**src/rtl/execute_mc_pkg.sv**
```systemverilog
// execute_mc_pkg
// Shared definitions for the execute stage and its iterative multiply/divide
// unit. It holds the opcode encoding, the iterator FSM states and the operand
// forwarding-select codes.
package execute_mc_pkg;

    // Opcode encoding seen on the decode interface. Any other value executes as ADD.
    typedef enum logic [4:0] {
        OP_ADD = 5'd0,
        OP_SUB = 5'd1,
        OP_AND = 5'd2,
        OP_OR  = 5'd3,
        OP_SLL = 5'd4,
        OP_SRA = 5'd5,
        OP_MUL = 5'd6,
        OP_DIV = 5'd7
    } opcode_e;

    // The iterator is either free or working through a MUL/DIV.
    typedef enum logic {
        ST_IDLE = 1'b0,
        ST_BUSY = 1'b1
    } md_state_e;

    // Operand forwarding selects. Code 3 is a second alias for the register file.
    localparam logic [1:0] FWD_RF     = 2'd0;
    localparam logic [1:0] FWD_MW     = 2'd1;
    localparam logic [1:0] FWD_EX     = 2'd2;
    localparam logic [1:0] FWD_RF_ALT = 2'd3;

endpackage

```
**src/rtl/muldiv_iter.sv**
```systemverilog
// muldiv_iter
// This block is the iterative multiply/divide engine. It is used by execute_mc.
// One iteration runs per cycle, for WIDTH iterations in total.
//   - MUL uses shift-add and returns the low WIDTH bits of the product.
//   - DIV uses signed restoring division on the operand magnitudes. The quotient
//     truncates toward zero. A zero divisor returns all-ones and raises the
//     divide-by-zero flag.
// o_result and o_dz are combinational. They are meaningful in the cycle where
// o_last is high, and they carry the outcome of that final iteration.
// Ports:
//   clock, aclr        clock and async active-high reset
//   i_start            latch the operands and start an operation (only honoured in IDLE)
//   i_abort            drop the operation in flight and return to IDLE
//   i_is_div           select DIV (1) or MUL (0) at start
//   i_a, i_b           operands (A = multiplicand/dividend, B = multiplier/divisor)
//   o_busy, o_last     BUSY state, and the final-iteration cycle
//   o_result, o_dz     result after the current iteration, and the divide-by-zero flag
module muldiv_iter
    import execute_mc_pkg::*;
#(
    parameter int WIDTH = 32
) (
    input  logic             clock,
    input  logic             aclr,
    input  logic             i_start,
    input  logic             i_abort,
    input  logic             i_is_div,
    input  logic [WIDTH-1:0] i_a,
    input  logic [WIDTH-1:0] i_b,
    output logic             o_busy,
    output logic             o_last,
    output logic [WIDTH-1:0] o_result,
    output logic             o_dz
);

    localparam int             CW       = $clog2(WIDTH);
    localparam logic [CW-1:0]  CNT_LAST = CW'(WIDTH - 1);
    localparam logic [CW-1:0]  CNT_ONE  = {{(CW-1){1'b0}}, 1'b1};
    localparam logic [WIDTH-1:0] ONE    = {{(WIDTH-1){1'b0}}, 1'b1};

    md_state_e        r_state;
    md_state_e        w_state_n;
    logic [CW-1:0]    r_cnt;
    logic             r_is_div;
    logic             r_neg;
    logic             r_dz;
    // r_acc holds the product accumulator for MUL and the partial remainder for DIV.
    // r_x holds the shifting multiplicand for MUL and the divisor magnitude for DIV.
    // r_y holds the shifting multiplier for MUL and the dividend/quotient shifter for DIV.
    logic [WIDTH-1:0] r_acc;
    logic [WIDTH-1:0] r_x;
    logic [WIDTH-1:0] r_y;

    logic [WIDTH:0]   w_tmp;
    logic [WIDTH:0]   w_diff;
    logic             w_qbit;
    logic [WIDTH-1:0] w_acc_n;
    logic [WIDTH-1:0] w_x_n;
    logic [WIDTH-1:0] w_y_n;

    // Two's-complement magnitude. The most-negative value maps onto itself,
    // which is still the correct unsigned magnitude.
    function automatic logic [WIDTH-1:0] magnitude(input logic [WIDTH-1:0] v);
        logic [WIDTH-1:0] m;
        if (v[WIDTH-1]) begin
            m = (~v) + ONE;
        end else begin
            m = v;
        end
        return m;
    endfunction

    assign o_busy = (r_state == ST_BUSY);
    assign o_last = o_busy & (r_cnt == CNT_LAST);

    // Next state: start from IDLE; leave BUSY on abort or after the final iteration.
    always_comb begin
        w_state_n = r_state;
        case (r_state)
            ST_IDLE: begin
                if (i_start) begin
                    w_state_n = ST_BUSY;
                end else begin
                    w_state_n = ST_IDLE;
                end
            end
            ST_BUSY: begin
                if (i_abort || o_last) begin
                    w_state_n = ST_IDLE;
                end else begin
                    w_state_n = ST_BUSY;
                end
            end
            default: w_state_n = ST_IDLE;
        endcase
    end

    // FSM state register.
    always_ff @(posedge clock or posedge aclr) begin
        if (aclr) begin
            r_state <= ST_IDLE;
        end else begin
            r_state <= w_state_n;
        end
    end

    // One iteration of the selected algorithm, computed from the current registers.
    always_comb begin
        // The partial remainder is always below the divisor magnitude (at most
        // 2**(WIDTH-1)), so w_tmp[WIDTH] stays clear. The borrow out of the
        // subtraction is therefore a clean "does not fit" indicator.
        w_tmp   = {r_acc, r_y[WIDTH-1]};
        w_diff  = w_tmp - {1'b0, r_x};
        w_qbit  = ~w_diff[WIDTH];
        w_acc_n = r_acc;
        w_x_n   = r_x;
        w_y_n   = r_y;
        if (r_is_div) begin
            if (w_qbit) begin
                w_acc_n = w_diff[WIDTH-1:0];
            end else begin
                w_acc_n = w_tmp[WIDTH-1:0];
            end
            w_x_n = r_x;
            w_y_n = {r_y[WIDTH-2:0], w_qbit};
        end else begin
            if (r_y[0]) begin
                w_acc_n = r_acc + r_x;
            end else begin
                w_acc_n = r_acc;
            end
            w_x_n = r_x << 1;
            w_y_n = r_y >> 1;
        end
    end

    // Result of the current iteration, with the divide sign fix and zero-divisor override.
    always_comb begin
        o_result = w_acc_n;
        o_dz     = 1'b0;
        if (r_is_div) begin
            o_dz = r_dz;
            if (r_dz) begin
                o_result = {WIDTH{1'b1}};
            end else if (r_neg) begin
                o_result = (~w_y_n) + ONE;
            end else begin
                o_result = w_y_n;
            end
        end else begin
            o_result = w_acc_n;
            o_dz     = 1'b0;
        end
    end

    // Operand latch at start, then one iteration per BUSY cycle. The counter clears on exit.
    always_ff @(posedge clock or posedge aclr) begin
        if (aclr) begin
            r_cnt    <= {CW{1'b0}};
            r_is_div <= 1'b0;
            r_neg    <= 1'b0;
            r_dz     <= 1'b0;
            r_acc    <= {WIDTH{1'b0}};
            r_x      <= {WIDTH{1'b0}};
            r_y      <= {WIDTH{1'b0}};
        end else if (r_state == ST_IDLE) begin
            if (i_start) begin
                r_cnt    <= {CW{1'b0}};
                r_is_div <= i_is_div;
                r_acc    <= {WIDTH{1'b0}};
                if (i_is_div) begin
                    r_neg <= i_a[WIDTH-1] ^ i_b[WIDTH-1];
                    r_dz  <= (i_b == {WIDTH{1'b0}});
                    r_x   <= magnitude(i_b);
                    r_y   <= magnitude(i_a);
                end else begin
                    r_neg <= 1'b0;
                    r_dz  <= 1'b0;
                    r_x   <= i_a;
                    r_y   <= i_b;
                end
            end
        end else begin
            if (w_state_n == ST_IDLE) begin
                r_cnt <= {CW{1'b0}};
            end else begin
                r_cnt <= r_cnt + CNT_ONE;
            end
            r_acc <= w_acc_n;
            r_x   <= w_x_n;
            r_y   <= w_y_n;
        end
    end

endmodule

```
**src/rtl/execute_mc.sv**
```systemverilog
// execute_mc
// This is the execute stage, including the X/M pipeline register.
//   - It has operand forwarding and a single-cycle ALU.
//   - MUL (and DIV, when the divider is built) is iterative and takes WIDTH+1
//     cycles. During that time decode is held through stall_out.
// Configuration macro EXECUTE_MC_DIV_EN:
//   - Defined: DIV is iterative (signed restoring, truncating toward zero).
//   - Undefined: DIV completes in one cycle with result 0 and ex_dz=1, and causes no stall.
// Ports:
//   clock, aclr                     clock and async active-high reset
//   in_valid, flush                 decode valid, and sync kill of the accepted/in-flight op
//   opcode, alu_src, shamt          operation, immediate-B select (forces ADD), shift amount
//   rs_data, rt_data, imm, mw_data  register operands, immediate, M/W forwarding data
//   fwd_a_sel, fwd_b_sel            0/3 regfile, 1 mw_data, 2 ex_result
//   rd_in, reg_wr_in                destination register and write enable
//   stall_out                       decode must hold its inputs (combinational)
//   ex_valid, ex_result, ex_rd, ex_reg_wr, ex_ne, ex_lt, ex_dz   X/M register contents
module execute_mc
    import execute_mc_pkg::*;
#(
    parameter int WIDTH = 32,
    parameter int SHW   = 5
) (
    input  logic             clock,
    input  logic             aclr,
    input  logic             in_valid,
    input  logic             flush,
    input  logic [4:0]       opcode,
    input  logic             alu_src,
    input  logic [SHW-1:0]   shamt,
    input  logic [WIDTH-1:0] rs_data,
    input  logic [WIDTH-1:0] rt_data,
    input  logic [WIDTH-1:0] imm,
    input  logic [WIDTH-1:0] mw_data,
    input  logic [1:0]       fwd_a_sel,
    input  logic [1:0]       fwd_b_sel,
    input  logic [4:0]       rd_in,
    input  logic             reg_wr_in,
    output logic             stall_out,
    output logic             ex_valid,
    output logic [WIDTH-1:0] ex_result,
    output logic [4:0]       ex_rd,
    output logic             ex_reg_wr,
    output logic             ex_ne,
    output logic             ex_lt,
    output logic             ex_dz
);

    logic [WIDTH-1:0] w_fwd_a;
    logic [WIDTH-1:0] w_fwd_b;
    logic [WIDTH-1:0] w_opnd_a;
    logic [WIDTH-1:0] w_opnd_b;
    logic [WIDTH-1:0] w_sum;
    logic [WIDTH-1:0] w_sra;
    logic             w_sh_big;
    logic [WIDTH-1:0] w_alu_res;
    logic             w_alu_dz;
    logic             w_ne;
    logic             w_lt;
    logic             w_is_mul;
    logic             w_is_div;
    logic             w_is_md;
    logic             w_start;
    logic             w_busy;
    logic             w_last;
    logic [WIDTH-1:0] w_md_result;
    logic             w_md_dz;

    // Metadata for the op held in the iterator. It is presented when the op completes.
    logic [4:0]       r_md_rd;
    logic             r_md_wr;
    logic             r_md_ne;
    logic             r_md_lt;

    // Operand A forwarding mux. Selecting ex_result returns whatever X/M holds now.
    always_comb begin
        w_fwd_a = rs_data;
        case (fwd_a_sel)
            FWD_RF, FWD_RF_ALT: w_fwd_a = rs_data;
            FWD_MW:             w_fwd_a = mw_data;
            FWD_EX:             w_fwd_a = ex_result;
            default:            w_fwd_a = rs_data;
        endcase
    end

    // Operand B forwarding mux.
    always_comb begin
        w_fwd_b = rt_data;
        case (fwd_b_sel)
            FWD_RF, FWD_RF_ALT: w_fwd_b = rt_data;
            FWD_MW:             w_fwd_b = mw_data;
            FWD_EX:             w_fwd_b = ex_result;
            default:            w_fwd_b = rt_data;
        endcase
    end

    assign w_opnd_a = w_fwd_a;
    assign w_opnd_b = alu_src ? imm : w_fwd_b;
    assign w_sum    = w_opnd_a + w_opnd_b;
    assign w_sra    = $signed(w_opnd_a) >>> shamt;
    assign w_sh_big = (32'(shamt) >= 32'(WIDTH));
    assign w_ne     = (w_opnd_a != w_opnd_b);
    assign w_lt     = ($signed(w_opnd_a) < $signed(w_opnd_b));

    assign w_is_mul = ~alu_src & (opcode == OP_MUL);
`ifdef EXECUTE_MC_DIV_EN
    assign w_is_div = ~alu_src & (opcode == OP_DIV);
`else
    assign w_is_div = 1'b0;
`endif
    assign w_is_md  = w_is_mul | w_is_div;

    // An op starts in the iterator only from IDLE, and only when it is not being flushed.
    assign w_start   = ~w_busy & in_valid & w_is_md & ~flush;
    // Decode holds through the final iteration's cycle minus one. It advances at the completing edge.
    assign stall_out = w_start | (w_busy & ~w_last);

    // Single-cycle ALU. alu_src forces ADD. MUL/DIV results come from the iterator.
    always_comb begin
        w_alu_res = w_sum;
        w_alu_dz  = 1'b0;
        if (alu_src) begin
            w_alu_res = w_sum;
        end else begin
            case (opcode)
                OP_SUB:  w_alu_res = w_opnd_a - w_opnd_b;
                OP_AND:  w_alu_res = w_opnd_a & w_opnd_b;
                OP_OR:   w_alu_res = w_opnd_a | w_opnd_b;
                OP_SLL:  w_alu_res = w_sh_big ? {WIDTH{1'b0}} : (w_opnd_a << shamt);
                OP_SRA:  w_alu_res = w_sh_big ? {WIDTH{w_opnd_a[WIDTH-1]}} : w_sra;
                OP_MUL:  w_alu_res = {WIDTH{1'b0}};
                OP_DIV: begin
`ifdef EXECUTE_MC_DIV_EN
                    w_alu_res = {WIDTH{1'b0}};
`else
                    // Without a divider, DIV reports divide-by-zero and returns 0.
                    w_alu_res = {WIDTH{1'b0}};
                    w_alu_dz  = 1'b1;
`endif
                end
                default: w_alu_res = w_sum;
            endcase
        end
    end

    muldiv_iter #(
        .WIDTH (WIDTH)
    ) u_muldiv (
        .clock    (clock),
        .aclr     (aclr),
        .i_start  (w_start),
        .i_abort  (flush),
        .i_is_div (w_is_div),
        .i_a      (w_opnd_a),
        .i_b      (w_opnd_b),
        .o_busy   (w_busy),
        .o_last   (w_last),
        .o_result (w_md_result),
        .o_dz     (w_md_dz)
    );

    // Capture destination and compare flags of a MUL/DIV at the accept edge.
    always_ff @(posedge clock or posedge aclr) begin
        if (aclr) begin
            r_md_rd <= 5'd0;
            r_md_wr <= 1'b0;
            r_md_ne <= 1'b0;
            r_md_lt <= 1'b0;
        end else if (w_start) begin
            r_md_rd <= rd_in;
            r_md_wr <= reg_wr_in;
            r_md_ne <= w_ne;
            r_md_lt <= w_lt;
        end else begin
            r_md_rd <= r_md_rd;
            r_md_wr <= r_md_wr;
            r_md_ne <= r_md_ne;
            r_md_lt <= r_md_lt;
        end
    end

    // X/M pipeline register. Bubbles clear every field. Flush beats a completing iteration.
    always_ff @(posedge clock or posedge aclr) begin
        if (aclr) begin
            ex_valid  <= 1'b0;
            ex_result <= {WIDTH{1'b0}};
            ex_rd     <= 5'd0;
            ex_reg_wr <= 1'b0;
            ex_ne     <= 1'b0;
            ex_lt     <= 1'b0;
            ex_dz     <= 1'b0;
        end else if (w_busy && w_last && !flush) begin
            ex_valid  <= 1'b1;
            ex_result <= w_md_result;
            ex_rd     <= r_md_rd;
            ex_reg_wr <= r_md_wr;
            ex_ne     <= r_md_ne;
            ex_lt     <= r_md_lt;
            ex_dz     <= w_md_dz;
        end else if (!w_busy && in_valid && !flush && !w_is_md) begin
            ex_valid  <= 1'b1;
            ex_result <= w_alu_res;
            ex_rd     <= rd_in;
            ex_reg_wr <= reg_wr_in;
            ex_ne     <= w_ne;
            ex_lt     <= w_lt;
            ex_dz     <= w_alu_dz;
        end else begin
            ex_valid  <= 1'b0;
            ex_result <= {WIDTH{1'b0}};
            ex_rd     <= 5'd0;
            ex_reg_wr <= 1'b0;
            ex_ne     <= 1'b0;
            ex_lt     <= 1'b0;
            ex_dz     <= 1'b0;
        end
    end

endmodule

```
**config.mk**
```make
export PLATFORM = sky130hd
export DESIGN_NAME = execute_mc
export DESIGN_NICKNAME = d
export VERILOG_FILES = /design/src/rtl/execute_mc_pkg.sv /design/src/rtl/muldiv_iter.sv /design/src/rtl/execute_mc.sv
export SDC_FILE = /design/constraint.sdc
export NUM_CORES = 1
export LEC_CHECK = 0
export CORE_MARGIN = 5
export CORE_UTILIZATION = 30
export CTS_CLUSTER_DIAMETER = 30
export DETAILED_ROUTE_END_ITERATION = 16
export PLACE_DENSITY = 0.58
export SYNTH_ARGS = -nofsm -noshare
export SYNTH_HDL_FRONTEND = slang
export SYNTH_SLANG_ARGS = --single-unit
```
**constraint.sdc**
```tcl
create_clock -name clock -period 7.1 [get_ports clock]
set_clock_uncertainty 0.15 [all_clocks]
set_input_delay 1.42 -clock clock [delete_from_list [all_inputs] [get_ports clock]]
set_output_delay 1.42 -clock clock [all_outputs]
set_load 0.02 [all_outputs]
```
==> impl_metrics.env, run 1 <==
export IMPL_tritoncts="done"
export IMPL_globalRoute_totalOverflow=0
export IMPL_static_leakage_power_uw=0.009398
export IMPL_yosysSeqAreaShare_pct=20.85
export IMPL_synth_area_mm2=0.01824
export IMPL_final_setup_violations=0
export IMPL_category_of_the_critical_setup_timing_path="input pin to register"
export IMPL_power_density_mw_per_mm2=196.9
export IMPL_crit_slowest_cell="sky130_fd_sc_hd__a21oi_1"
export IMPL_final_min_period_over_clock_period_pct=93.39
export IMPL_antenna_violations_before_repair=2
export IMPL_worst_path_buf_inv=3
export IMPL_die_area_mm2=0.06584
export IMPL_synth_compound_gate_area_share_pct=29.19
export IMPL_peakVddDrop_uv=194.4
export IMPL_die_w_um=256.6
export IMPL_top_level_ports=196
export IMPL_maxSlewViolCount=9
export IMPL_min_path_type="register to register"
export IMPL_htree_num_levels=4
export IMPL_timing_final_crit_period_ns=6.631
export IMPL_critical_path_cell_chain="clkdlybuf4s50_1 -> inv_1 -> ha_1 -> a22oi_1 -> nor2_1 -> a21oi_1 -> nor2_1 -> a21oi_1 -> inv_1 -> ha_1 -> or3_1 -> nor4_1 -> o31a_1 -> o31ai_1 -> a21oi_1 -> nand2b_1 -> mux2i_1 -> o221ai_1 -> a22o_1"
export IMPL_final_net_count=2727
export IMPL_hold_path_depth=1
export IMPL_detail_route_wirelength_um=89620
export IMPL_cts_sink_count=152
export IMPL_clkSlewWorstSetupHoldPaths_ns=0.08
export IMPL_logic_depth_of_the_worst_setup_path_including_buffers=19
export IMPL_post_synthesis_cell_type_with_the_largest_combined_area="sky130_fd_sc_hd__dfrtp_1"
export IMPL_detailed_place_area_mm2=0.02127
export IMPL_netlist_top_cells_area="sky130_fd_sc_hd__dfrtp_1 21%, sky130_fd_sc_hd__ha_1 9.3%, sky130_fd_sc_hd__mux4_2 7.3%"
export IMPL_ctsLongestPathBuffers=2
export IMPL_report_power_total_uw=4311
export IMPL_cpPeakStageDelay_ns=0.56
export IMPL_critPathTopFamily="compound AO/OA/AOI/OAI gates"
export IMPL_grt_setup_unrepaired="no"
export IMPL_final_cell_area_mm2=0.02189
export IMPL_drive_above_1_share_pct=10.33
export IMPL_run_status="finished, violations left"
export IMPL_yosys_area_share_xor_xnor_pct=3.025
export IMPL_cp_max_fo=16
export IMPL_path_common_cell="sky130_fd_sc_hd__a21oi_1"
export IMPL_syn_area_per_cell_um2=7.997
export IMPL_synth_simple_area_share_pct=15.08
export IMPL_cts_hold_buffers_added=0
export IMPL_timing_hold_violations_final=0
export IMPL_synth_enable_flop_cells=0
export IMPL_first_iter_violations=2298
export IMPL_synthCells=2281
export IMPL_wl_per_cell_um=27.73
export IMPL_postSynthNetCount=2573
export IMPL_post_synth_fa_ha_maj_area_fraction_pct=9.658
export IMPL_setup_tns_ns=0
export IMPL_critical_path_endpoint_type="register"
export IMPL_wire_length_of_the_first_global_routing_pass_um=129900
export IMPL_largest_net_degree_at_the_start_of_global_routing=69
export IMPL_cts_setup_buffers=0
export IMPL_rows=90
export IMPL_grtUsageTotal_pct=26.19
export IMPL_synth_warning_count=0
export IMPL_worst_slew_pin_slew_ns=1.517
export IMPL_worstPathArrival_ns=6.86
export IMPL_detailedPlacementHpwl_um=70230
export IMPL_initial_utilization_pct=30.28
export IMPL_coreArea_mm2=0.06025
export IMPL_ys_types=81
export IMPL_ff_to_ff_path_depth=16
export IMPL_relSlewSlack_pct=-1.803
export IMPL_synth_async_reset_ratio_pct=100.0
export IMPL_clock_insertion_delay_worst_skew_ns=0.50
export IMPL_worst_ep_required_time_ns=7.33
export IMPL_synth_top_family_by_area="compound AO/OA/AOI/OAI gates"
export IMPL_first_global_vias=19100
export IMPL_gp_routability_congestion=1.068
export IMPL_areaGrowthSynthToFinish_pct=20.01
export IMPL_cts_repair_resize_count=0
export IMPL_number_of_search_and_repair_iterations_in_the_first_detailed_routing_pass=6
export IMPL_fmax_ghz=0.1508
export IMPL_yosys_register_bits=152
export IMPL_clock_root_buffer="sky130_fd_sc_hd__clkbuf_16"
export IMPL_port_buffers=195
export IMPL_die_height_um=256.6
export IMPL_vias=19780
export IMPL_synth_top_area_share_pct=20.85
export IMPL_failing_checks="capacitance limit, slew limit"
export IMPL_timing_critical_path_from_type="input pin"
export IMPL_ys_flop_type="sky130_fd_sc_hd__dfrtp_1"
export IMPL_route_detailed_vias_per_inst=6.120
export IMPL_cts_made_buffers=17
export IMPL_antenna_left=0
export IMPL_yosys_mux_area_fraction_pct=15.80
export IMPL_drv_cap=1
export IMPL_drcViolationCount=0
[per-layer routing]
layer  GRT usage [%]  share of wire, %  vias up
li1                -                 -     8821
met1           34.01                41     9630
met2           41.21                44     1106
met3           5.116               8.3      220
met4           14.08               6.4        4
met5               0             0.051        -
[worst reg2reg max path, cell delays in order, from the launching register on]
cell	delay [ns]
sky130_fd_sc_hd__dfrtp_1	0.42
sky130_fd_sc_hd__a22oi_1	0.34
sky130_fd_sc_hd__nor2_1	0.08
sky130_fd_sc_hd__a21oi_1	0.19
sky130_fd_sc_hd__nor2_1	0.06
sky130_fd_sc_hd__a21oi_1	0.56
sky130_fd_sc_hd__inv_1	0.11
sky130_fd_sc_hd__ha_1	0.39
sky130_fd_sc_hd__or3_1	0.42
sky130_fd_sc_hd__nor4_1	0.38
sky130_fd_sc_hd__o31a_1	0.30
sky130_fd_sc_hd__o31ai_1	0.20
sky130_fd_sc_hd__a21oi_1	0.36
sky130_fd_sc_hd__nand2b_1	0.21
sky130_fd_sc_hd__mux2i_1	0.26
sky130_fd_sc_hd__o221ai_1	0.17
sky130_fd_sc_hd__a22o_1	0.23
[final timing paths]
check,endpoint,slack (ns),start
worst max-delay path,ex_result[27],0.47,fwd_b_sel[1]
worst min-delay path,u_muldiv.r_cnt[3],0.36,u_muldiv.r_cnt[3]
worst max register to register,ex_result[27],2.17,ex_result[9]
worst min register to register,u_muldiv.r_cnt[3],0.36,u_muldiv.r_cnt[3]
max in group asynchronous,u_muldiv.r_y[15],4.14,aclr
min in group asynchronous,u_muldiv.o_busy,1.22,aclr
[area by class of cell]
| cell class | count | area [um^2] |
|---|---|---|
| multi-input cells | 1838 | 13300 |
| diodes | 2 | 5.005 |
| clock buffers | 22 | 474.2 |
| fillers | 6263 | 38350 |
| flip-flops and latches | 152 | 3805 |
| clock inverters | 10 | 142.6 |
| inverters | 128 | 485.5 |
| repair buffers | 298 | 2700 |
| well taps | 782 | 978.4 |
[synthesized netlist by cell type (20+ instances only)]
| cell type | count |
|---|---|
| sky130_fd_sc_hd__nor2_1 | 238 |
| sky130_fd_sc_hd__a21oi_1 | 210 |
| sky130_fd_sc_hd__o21ai_0 | 201 |
| sky130_fd_sc_hd__nand2_1 | 172 |
| sky130_fd_sc_hd__dfrtp_1 | 152 |
| sky130_fd_sc_hd__ha_1 | 136 |
| sky130_fd_sc_hd__inv_1 | 124 |
| sky130_fd_sc_hd__mux2i_1 | 118 |
| sky130_fd_sc_hd__clkbuf_1 | 115 |
| sky130_fd_sc_hd__a22oi_1 | 70 |
| sky130_fd_sc_hd__mux4_2 | 59 |
| sky130_fd_sc_hd__a22o_1 | 48 |
| sky130_fd_sc_hd__xnor2_1 | 44 |
| sky130_fd_sc_hd__nand3_1 | 37 |
| sky130_fd_sc_hd__nor3_1 | 36 |
| sky130_fd_sc_hd__a211oi_1 | 33 |
| sky130_fd_sc_hd__a21o_1 | 28 |
| sky130_fd_sc_hd__mux2_2 | 27 |
| sky130_fd_sc_hd__a221o_1 | 25 |
| sky130_fd_sc_hd__nand2b_1 | 22 |
| sky130_fd_sc_hd__o211ai_1 | 22 |
| sky130_fd_sc_hd__buf_1 | 21 |
| sky130_fd_sc_hd__buf_2 | 21 |
| sky130_fd_sc_hd__a221oi_1 | 20 |
[cells by family (layout without fill, tap and decap cells)]
| kind of cell | Yosys count | in the layout |
|---|---|---|
| XOR/XNOR | 63 | 63 |
| AND/OR/NAND/NOR | 613 | 613 |
| other | 0 | 2 |
| buffers and inverters | 291 | 458 |
| adder cells (fa/ha/maj) | 139 | 139 |
| flip-flops | 152 | 152 |
| multiplexers | 207 | 207 |
| AO/OA/AOI/OAI | 816 | 816 |
[per-stage QoR]
stage               util [%]  hold slack, ns  setup slack, ns  cells
finish                 36.34          0.3559           0.4693   3232
global route           36.33          0.3698           0.3940   3230
CTS                    36.33          0.3590           0.7832   3230
detailed placement     35.31          0.3405           0.2572   3198
global placement       35.31          0.3176           0.3476   3198
floorplan                  -          0.2929            1.437   2281
[layout by cell type (no fill, tap or decap), types with 17 or more instances in the layout]
cell	instances
sky130_fd_sc_hd__a211oi_1	33
sky130_fd_sc_hd__a21o_1	28
sky130_fd_sc_hd__a21oi_1	209
sky130_fd_sc_hd__a221o_1	25
sky130_fd_sc_hd__a221oi_1	20
sky130_fd_sc_hd__a22o_1	48
sky130_fd_sc_hd__a22oi_1	70
sky130_fd_sc_hd__and3_1	19
sky130_fd_sc_hd__buf_4	103
sky130_fd_sc_hd__clkbuf_16	17
sky130_fd_sc_hd__clkdlybuf4s50_1	190
sky130_fd_sc_hd__dfrtp_1	151
sky130_fd_sc_hd__ha_1	135
sky130_fd_sc_hd__inv_1	122
sky130_fd_sc_hd__mux2_2	27
sky130_fd_sc_hd__mux2i_1	118
sky130_fd_sc_hd__mux4_2	59
sky130_fd_sc_hd__nand2_1	172
sky130_fd_sc_hd__nand2b_1	22
sky130_fd_sc_hd__nand3_1	37
sky130_fd_sc_hd__nor2_1	236
sky130_fd_sc_hd__nor3_1	36
sky130_fd_sc_hd__o211ai_1	22
sky130_fd_sc_hd__o21ai_0	201
sky130_fd_sc_hd__o21bai_1	19
sky130_fd_sc_hd__xnor2_1	44
sky130_fd_sc_hd__xor2_1	19
[report_power, final]
group | internal [uW] | total, uW | switching [uW]
registers | 970 | 1080 | 106
logic | 872 | 2230 | 1360
clock network | 581 | 1010 | 425
[state kept, by name (all words and copies together) (netlist names)]
signal	count
ex_result	32
r_md_ne	1
ex_dz	1
u_muldiv.r_acc	32
u_muldiv.r_cnt	5
ex_ne	1
ex_rd	5
u_muldiv.o_busy	1
u_muldiv.r_x	32
u_muldiv.r_y	32
ex_valid	1
r_md_rd	5
r_md_wr	1
r_md_lt	1
ex_lt	1
ex_reg_wr	1
(Power assumes the default switching activity.)
==> inputs of run 2 (changes only) <==
--- a/config.mk
+++ b/config.mk
@@ -5,7 +5,7 @@
 export SDC_FILE = /design/constraint.sdc
 export NUM_CORES = 1
 export LEC_CHECK = 0
-export CORE_MARGIN = 5
+export CORE_MARGIN = 2
 export CORE_UTILIZATION = 30
 export CTS_CLUSTER_DIAMETER = 30
 export DETAILED_ROUTE_END_ITERATION = 16
==> run 2 against run 1 <==
  * The flow now finishes without violations
  * Flip-flop and latch count unchanged
  * Worst setup slack better by 0.095 ns
  * Utilization about the same
  * Die area down 4.6%
  * Cell area up 0.10%
  * Cell count unchanged
  * Critical path type unchanged
  * Highest routed layer is now met4
==> impl_metrics.env, run 2 (synthesis results as in run 1) <==
export IMPL_filler_cell_count=6235
export IMPL_drv_cap=0
export IMPL_vias=19660
export IMPL_final_net_count=2729
export IMPL_rows=90
export IMPL_worst_slew_pin_slew_ns=1.347
export IMPL_maxSlewViolCount=0
export IMPL_logic_depth_of_the_worst_setup_path_including_buffers=20
export IMPL_regToRegStartpoint="ex_result[1]"
export IMPL_worst_path_buf_inv=4
export IMPL_antenna_violations_before_repair=1
export IMPL_die_w_um=250.6
export IMPL_setup_tns_ns=0
export IMPL_die_height_um=250.6
export IMPL_coreArea_mm2=0.06025
export IMPL_route_detailed_vias_per_inst=6.081
export IMPL_final_cell_area_mm2=0.02191
export IMPL_ctsLongestPathBuffers=2
export IMPL_clock_insertion_delay_worst_skew_ns=0.50
export IMPL_path_common_cell="sky130_fd_sc_hd__a21oi_1"
export IMPL_top_level_ports=196
export IMPL_min_path_type="register to register"
export IMPL_relSlewSlack_pct=9.591
export IMPL_most_common_cell_after_layout_fill_and_taps_aside="sky130_fd_sc_hd__nor2_1"
export IMPL_clkSlewWorstSetupHoldPaths_ns=0.07
export IMPL_gp_routability_congestion=1.054
export IMPL_port_buffers=195
export IMPL_cts_repair_resize_count=0
export IMPL_timing_final_crit_period_ns=6.535
export IMPL_run_status="finished, final reports clean"
export IMPL_antenna_left=0
export IMPL_power_density_mw_per_mm2=198.6
export IMPL_grt_setup_unrepaired="no"
export IMPL_globalRoute_totalOverflow=0
export IMPL_timing_hold_violations_final=0
export IMPL_cts_sink_count=152
export IMPL_final_setup_violations=0
export IMPL_dp_worst_setup_slack_ns=0.3238
export IMPL_critPathTopFamily="compound AO/OA/AOI/OAI gates"
export IMPL_first_iter_violations=2103
export IMPL_cts_made_buffers=17
export IMPL_launching_instance_or_port_of_the_critical_path="fwd_b_sel[1]"
export IMPL_wl_per_cell_um=27.90
export IMPL_drcViolationCount=0
export IMPL_ff_to_ff_path_depth=16
export IMPL_initial_utilization_pct=30.28
export IMPL_worst_hold_slack_ns=0.3396
export IMPL_timing_critical_path_from_type="input pin"
export IMPL_detailedPlacementHpwl_um=71110
export IMPL_peakVddDrop_uv=209.1
export IMPL_detail_route_wirelength_um=90190
export IMPL_static_leakage_power_uw=0.009430
export IMPL_detailed_place_area_mm2=0.02129
export IMPL_worst_ep_required_time_ns=7.35
export IMPL_critical_path_cell_chain="clkdlybuf4s50_1 -> inv_1 -> ha_1 -> buf_4 -> a22oi_1 -> nor2_1 -> a21oi_1 -> nor2_1 -> a21oi_1 -> inv_1 -> ha_1 -> nor3_1 -> o31a_1 -> o31a_1 -> o31ai_1 -> a21oi_1 -> a211oi_1 -> mux2i_1 -> o221ai_1 -> o22ai_1"
export IMPL_category_of_the_critical_setup_timing_path="input pin to register"
export IMPL_first_global_vias=19430
export IMPL_htree_num_levels=4
export IMPL_worst_slack_ns=0.5647
export IMPL_cp_max_fo=16
export IMPL_fmax_ghz=0.1530
export IMPL_critPathCapture="ex_result[31]"
export IMPL_r2r_slack_ns=2.32
export IMPL_cts_setup_buffers=0
export IMPL_tritoncts="done"
export IMPL_grtUsageTotal_pct=28.33
export IMPL_most_common_layout_cells="236 x sky130_fd_sc_hd__nor2_1, 209 x sky130_fd_sc_hd__a21oi_1, 201 x sky130_fd_sc_hd__o21ai_0"
export IMPL_largest_net_degree_at_the_start_of_global_routing=70
export IMPL_drive_above_1_share_pct=10.41
export IMPL_critical_path_endpoint_type="register"
export IMPL_wire_length_of_the_first_global_routing_pass_um=130500
export IMPL_areaGrowthSynthToFinish_pct=20.14
export IMPL_crit_slowest_cell="sky130_fd_sc_hd__o31ai_1"
export IMPL_cpPeakStageDelay_ns=0.65
export IMPL_final_min_period_over_clock_period_pct=92.05
export IMPL_cts_hold_buffers_added=0
export IMPL_rr_endpoint="ex_result[31]"
export IMPL_worstPathArrival_ns=6.79
export IMPL_number_of_search_and_repair_iterations_in_the_first_detailed_routing_pass=6
export IMPL_clock_root_buffer="sky130_fd_sc_hd__clkbuf_16"
export IMPL_die_area_mm2=0.06279
run 2: worst reg2reg max path: stages, from the launching register on:
cell                       delay, ns
sky130_fd_sc_hd__dfrtp_1        0.42
sky130_fd_sc_hd__a22oi_1        0.20
sky130_fd_sc_hd__nor2_1         0.06
sky130_fd_sc_hd__a21oi_1        0.14
sky130_fd_sc_hd__nor2_1         0.05
sky130_fd_sc_hd__a21oi_1        0.43
sky130_fd_sc_hd__inv_1          0.16
sky130_fd_sc_hd__ha_1           0.33
sky130_fd_sc_hd__nor3_1         0.09
sky130_fd_sc_hd__o31a_1         0.33
sky130_fd_sc_hd__o31a_1         0.35
sky130_fd_sc_hd__o31ai_1        0.65
sky130_fd_sc_hd__a21oi_1        0.20
sky130_fd_sc_hd__a211oi_1       0.48
sky130_fd_sc_hd__mux2i_1        0.26
sky130_fd_sc_hd__o221ai_1       0.14
sky130_fd_sc_hd__o22ai_1        0.23
run 2: cell type report:
type | count | area [um^2] | area share, %
Multi-Input combinational cell | 1838 | 13300 | 60.70
Sequential cell | 152 | 3805 | 17.36
Timing Repair Buffer | 300 | 2715 | 12.39
Tap cell | 782 | 978.4 | 4.465
Inverter | 128 | 485.5 | 2.215
Clock buffer | 20 | 456.7 | 2.084
Clock inverter | 11 | 170.2 | 0.7765
Antenna cell | 1 | 2.502 | 0.01142
run 2: per-layer routing:
layer	global-route usage (%)	share of wire, %	vias to the layer above
met5	0	0	-
met4	17.40	6.5	0
met3	5.757	7.7	216
met2	45.14	45	978
met1	35.17	41	9632
li1	-	-	8829
run 2: where the power goes:
group	internal (uW)	total [uW]	switching (uW)	leakage (uW)
Sequential	970	1080	106	0.00201
Combinational	873	2250	1380	0.00711
Clock	604	1030	422	0.000311
Total	2450	4350	1900	0.00943
run 2: worst min path at each step:
stage                 startpoint           endpoint  slack, ns  depth (start not counted)
2_1_floorplan  u_muldiv.r_cnt[3]  u_muldiv.r_cnt[3]       0.29                          1
3_3_place_gp   u_muldiv.r_cnt[3]  u_muldiv.r_cnt[3]       0.32                          1
3_5_place_dp   u_muldiv.r_cnt[3]  u_muldiv.r_cnt[3]       0.33                          1
4_1_cts        u_muldiv.r_cnt[3]  u_muldiv.r_cnt[3]       0.34                          1
5_1_grt               r_md_rd[0]           ex_rd[0]       0.36                          1
6_report       u_muldiv.r_cnt[3]  u_muldiv.r_cnt[3]       0.34                          1
run 2: stage by stage:
| stage | util [%] | total power (uW) | std cells |
|---|---|---|---|
| CTS | 36.37 | 4328 | 3231 |
| global placement | 35.33 | 3258 | 3200 |
| floorplan | - | 2458 | 2281 |
| global route | 36.38 | 4571 | 3232 |
| finish | 36.38 | 4352 | 3232 |
| detailed placement | 35.33 | 3277 | 3200 |
